<file path="src/rtl/apb_mem_bridge.sv">
// rtl/apb_mem_bridge.sv - APB slave bridging single transfers onto a req/ack memory port
module apb_mem_bridge #(
    parameter int SIZE       = 8,
    parameter int WIDTH_DATA = 8,
    parameter int WIDTH_ADDR = $clog2(SIZE),
    parameter int APB_ADDR_W = 8,
    parameter int TIMEOUT    = 16
) (
    input  logic                  clk,
    input  logic                  rst,
    input  logic                  psel,
    input  logic                  penable,
    input  logic                  pwrite,
    input  logic [APB_ADDR_W-1:0] paddr,
    input  logic [WIDTH_DATA-1:0] pwdata,
    output logic [WIDTH_DATA-1:0] prdata,
    output logic                  pready,
    output logic                  pslverr,
    output logic                  mem_req,
    output logic                  mem_op,
    output logic [WIDTH_ADDR-1:0] mem_addr,
    output logic [WIDTH_DATA-1:0] mem_wdata,
    input  logic                  mem_ack,
    input  logic                  mem_hit,
    input  logic [WIDTH_DATA-1:0] mem_rdata,
    output logic [7:0]            err_count
);

    localparam int TW = (TIMEOUT > 2) ? $clog2(TIMEOUT) : 1;
    localparam logic [TW-1:0]         TMO_LAST = TW'(TIMEOUT - 1);
    localparam logic [APB_ADDR_W:0]   SIZE_EXT = (APB_ADDR_W + 1)'(SIZE);

    typedef enum logic [1:0] {
        ST_WAIT         = 2'b00,
        ST_REQ_RECEIVED = 2'b01,
        ST_REQ_DONE     = 2'b10
    } state_t;

    state_t                state_q, state_d;
    logic                  op_q, op_d;
    logic [WIDTH_ADDR-1:0] addr_q, addr_d;
    logic [WIDTH_DATA-1:0] wdata_q, wdata_d;
    logic [WIDTH_DATA-1:0] rdata_q, rdata_d;
    logic                  error_q, error_d;
    logic [TW-1:0]         tmo_q, tmo_d;
    logic [7:0]            err_count_q, err_count_d;

    logic completion;
    logic in_range;

    assign in_range   = ({1'b0, paddr} < SIZE_EXT);
    assign completion = (state_q == ST_REQ_DONE) && psel && penable;

    always_comb begin
        state_d     = state_q;
        op_d        = op_q;
        addr_d      = addr_q;
        wdata_d     = wdata_q;
        rdata_d     = rdata_q;
        error_d     = error_q;
        tmo_d       = tmo_q;
        err_count_d = err_count_q;

        case (state_q)
            ST_WAIT: begin
                if (psel && !penable) begin
                    op_d    = pwrite;
                    addr_d  = paddr[WIDTH_ADDR-1:0];
                    wdata_d = pwdata;
                    rdata_d = '0;
                    tmo_d   = '0;
                    // Out-of-range requests never reach the memory side.
                    error_d = !in_range;
                    state_d = in_range ? ST_REQ_RECEIVED : ST_REQ_DONE;
                end
            end
            ST_REQ_RECEIVED: begin
                // An ack landing on the last allowed cycle wins over the timeout.
                if (mem_ack) begin
                    if (!op_q) begin
                        rdata_d = mem_rdata;
                    end
                    error_d = !op_q && !mem_hit;
                    state_d = ST_REQ_DONE;
                end else if (tmo_q == TMO_LAST) begin
                    error_d = 1'b1;
                    state_d = ST_REQ_DONE;
                end else begin
                    tmo_d = tmo_q + 1'b1;
                end
            end
            ST_REQ_DONE: begin
                if (!psel || penable) begin
                    state_d = ST_WAIT;
                end
            end
            default: state_d = ST_WAIT;
        endcase

        if (completion && error_q && (err_count_q != 8'hFF)) begin
            err_count_d = err_count_q + 8'd1;
        end
    end

    always_ff @(posedge clk) begin
        if (rst) begin
            state_q     <= ST_WAIT;
            op_q        <= 1'b0;
            addr_q      <= '0;
            wdata_q     <= '0;
            rdata_q     <= '0;
            error_q     <= 1'b0;
            tmo_q       <= '0;
            err_count_q <= 8'd0;
        end else begin
            state_q     <= state_d;
            op_q        <= op_d;
            addr_q      <= addr_d;
            wdata_q     <= wdata_d;
            rdata_q     <= rdata_d;
            error_q     <= error_d;
            tmo_q       <= tmo_d;
            err_count_q <= err_count_d;
        end
    end

    assign pready    = completion;
    assign pslverr   = completion && error_q;
    assign prdata    = (completion && !error_q && !op_q) ? rdata_q : '0;
    assign mem_req   = (state_q == ST_REQ_RECEIVED);
    assign mem_op    = op_q;
    assign mem_addr  = addr_q;
    assign mem_wdata = wdata_q;
    assign err_count = err_count_q;

endmodule

</file>
<file path="config.mk">
export PLATFORM = sky130hd
export DESIGN_NAME = apb_mem_bridge
export DESIGN_NICKNAME = d
export VERILOG_FILES = /design/src/rtl/apb_mem_bridge.sv
export SDC_FILE = /design/constraint.sdc
export NUM_CORES = 1
export LEC_CHECK = 0
export ABC_AREA = 0
export ABC_CLOCK_PERIOD_IN_PS = 1550
export BUFFER_PORTS_ARGS = -buffer_cell sky130_fd_sc_hd__buf_2
export CAP_MARGIN = 0
export CORE_ASPECT_RATIO = 0.5
export CORE_UTILIZATION = 31
export DETAILED_ROUTE_END_ITERATION = 6
export GPL_ROUTABILITY_DRIVEN = 0
export GPL_TIMING_DRIVEN = 0
export SYNTH_ARGS = -nofsm -noshare
export SYNTH_HDL_FRONTEND = slang
export SYNTH_SLANG_ARGS = --single-unit
</file>
<file path="constraint.sdc">
create_clock -name clk -period 1.55 [get_ports clk]
set_input_delay 0.0775 -clock clk [delete_from_list [all_inputs] [get_ports clk]]
set_output_delay 0.0775 -clock clk [all_outputs]
set_load 0.01 [all_outputs]
</file>
==> run summary <==
Outcome - finished with violations
Failing checks - negative setup slack
Crit share post-route - 104%
Fillers - 428
Fmax achieved - 619 MHz
R2R Setup Slk - 0.01 ns
Area grow syn2layout - 51.8%
Layout Nets - 298
Synth top area cells - dfxtp_1 (45%), nand2_1 (8.9%), a21oi_1 (8.0%)
Share of the yosys chip area belonging to registers - 44.7%
Die height - 52.3 µm
Synthesis Warnings - 0
Core Box Area - 4620 µm²
First-pass GRT wire length - 6670 µm
Area of the multi-input gates - 961 µm²
Dpl ws - -0.336 ns
Die Area - 5360 µm²
Hold_sp - pwdata[5]
Initial Util - 33.9%
Largest net degree at the start of global routing - 13
Antenna cell count - 0
Clk_lat worst skew - 0.29 ns
Top delay family on crit path - simple AND/OR/NAND/NOR gates
VDD IR max - 0.427 mV
Post-DP HPWL - 2830 µm
Remaining antenna violation count after routing - 0
Cells after Synth - 185
Synth top area share - 44.7%
Register area - 714 µm²
Register bit total from synthesis - 35
RSZ-0062 raised after global routing - yes
Startpoint Class - flip-flop
GR Overflow Total - 0
Die Width - 103 µm
Crit path DAT - 1.54 ns
Number of synthesized flops with an enable pin - 0
Power per cell area - 899 nW/µm²
Row Count - 17
Root Buffer - clkbuf_8
Syn_nets - 218
Worst setup path category - flip-flop to output pin
Buf/Inv on CP - 1
Fin. max-slew vios - 0
Drt via density - 5.03
Synth cell types - 38
Num CTS Buffers - 5
CTS clock-pin slew for the worst setup and hold paths - 0.08 ns
Slowest cell on crit path - dfxtp_4
Initial antenna violation count - 0
Leakage - 0.00101 µW
Htree depth - 2
Largest area contributor in the synthesized netlist - dfxtp_1
Crit path required time - 1.47 ns
Min Tclk post-route - 1.62 ns
Dominant synthesized flop cell - dfxtp_1
Worst Max-Slew Pin Slew - 0.686 ns
TritonCTS clock tree - yes
Tot GR Track Use - 16.4%
Synthesized area - 1570 µm²
Final wirelength - 4190 µm
Hold Crit Class - input pin to flip-flop
DR vias - 1,671
Share of cells above drive strength 1 - 47.7%
Crit-path max cell delay - 0.35 ns
Worst r2r path cells - 7
Placed cell count - 311
Vias in the first global route - 1,498
Max-cap viol count - 0
Min-Delay Path Depth - 3
Slew HR - 54.2%
Initial DRC count - 55
Commonest cells in the netlist - nand2_1 (37), dfxtp_1 (35), a21oi_1 (25)
Top-count cell post-synth - nand2_1
Maximum clock path buffer count - 2
Final setup viols - 8
Endpoint class of the critical path - output pin
PortBufs - 60
Critical-path maximum fanout - 8
Setup ws final - -0.0661 ns
Final Util - 51.5%
Avg Cell Area, Syn - 8.47 µm²
FF-to-FF Start - state_q[1]
Final Hold Vio Count - 0
Non-filler instance count after layout - 332
Reg-to-Reg End - tmo_q[1]
Worst Skew - 0.00523 ns
Post-route DRC - 0
Cell Chain, Critical Path - and4b_1 -> nor3b_4 -> and2_1 -> buf_2
DRT Pass-1 Iters - 4
Clk sink count - 35
DR WL/cell - 12.6 µm
Async SR Flop Fraction - 0%
Num ports - 62
Hold Path End - mem_wdata[5]
==> metrics by stage <==
step	power [µW]	TNS [ns]	hold slack, ns	area, µm²
detailed placement	1110	-3.03	0.325	1950
CTS	2130	-1.69	0.0120	2230
global placement	1110	-3.06	0.319	1950
finish	2140	-0.447	0.0228	2380
global route	2230	-1.93	0.0123	2380
floorplan	1040	0	0.213	1570
==> cell families (layout without fill, tap and decap cells) <==
logic type | count (synthesis) | in the layout | share of synthesized area (%)
DFF | 35 | 35 | 44.7
adders and majority gates | 2 | 2 | 1.60
buffers and inverters | 12 | 93 | 3.67
muxes | 2 | 2 | 1.28
and+or+nand+nor | 88 | 88 | 28.6
AOI/OAI and AO/OA | 41 | 41 | 17.3
xor gates and xnor gates | 5 | 5 | 2.80
==> registers in the layout (all words and copies together) (netlist names) <==
name / flops
mem_wdata: 8
mem_op: 1
tmo_q: 4
rdata_q: 8
error_q: 1
state_q: 2
err_count: 8
mem_addr: 3
==> worst min-delay path: cells and delay by family <==
kind | cells | cell delay [ns]
buffers and inverters | 1 | 0.10
AO/OA/AOI/OAI | 1 | 0.04
AND/OR/NAND/NOR | 1 | 0.05
==> cells in the final DEF, fill, tap and decap left out, types with 2 or more instances in the layout <==
master	count
buf_6	6
clkbuf_8	5
xor2_1	4
bufinv_16	2
o21ai_0	4
nand2_2	5
and3_1	3
nor3_1	4
dfxtp_4	2
nand2_1	29
clkbuf_1	4
mux2i_1	2
buf_2	60
nand2_4	3
dfxtp_1	28
dfxtp_2	5
o211ai_1	2
o2111ai_1	2
and2_1	9
inv_1	3
a21oi_1	12
nor2_1	8
a21oi_2	13
or3_1	2
nand3_1	12
buf_4	11
==> per-layer routing <==
layer | up-vias | share of wire, % | global-route usage [%]
li1 | 808 | - | -
met1 | 803 | 45 | 20.8
met2 | 54 | 47 | 26.8
met3 | 6 | 5.9 | 4.27
met4 | 0 | 1.5 | 6.67
met5 | - | 0 | 0
==> worst max-delay path by stage <==
stage                            start           end  slack [ns]  depth (start not counted)
after floorplan           err_count[0]  err_count[6]        0.04                          5
after detailed placement    state_q[0]     prdata[2]       -0.34                          5
after global placement      state_q[0]     prdata[3]       -0.32                          5
after global routing        state_q[0]     prdata[4]       -0.17                          4
after CTS                   state_q[0]     prdata[2]       -0.15                          5
final                       state_q[0]     prdata[2]       -0.07                          4
==> area by class of cell <==
| type | count | share of cell area (%) |
|---|---|---|
| buffer | 6 | 1.42 |
| clock buffer | 5 | 2.89 |
| clock inverter | 3 | 2.84 |
| inverter | 3 | 0.473 |
| multi-input combinational | 138 | 40.4 |
| sequential | 35 | 30.0 |
| tap | 66 | 3.47 |
| timing repair buffer | 76 | 18.5 |
==> where the power goes <==
| part | internal (µW) | switching (µW) | leakage (µW) | total [µW] |
|---|---|---|---|---|
| combinational | 102 | 118 | 0.000656 | 220 |
| clock | 642 | 342 | 0.0000644 | 984 |
| sequential | 915 | 18.2 | 0.000288 | 934 |
==> timing repair <==
item | CTS | global route
hold buffers | 0 | 0
cloned | 1 | 0
buffers inserted | 12 | 4
endpoints found under the setup margin | 27 | 45
pin swaps | 6 | 22
resized for setup | 16 | 41
Power figures use the tool's default switching activity.
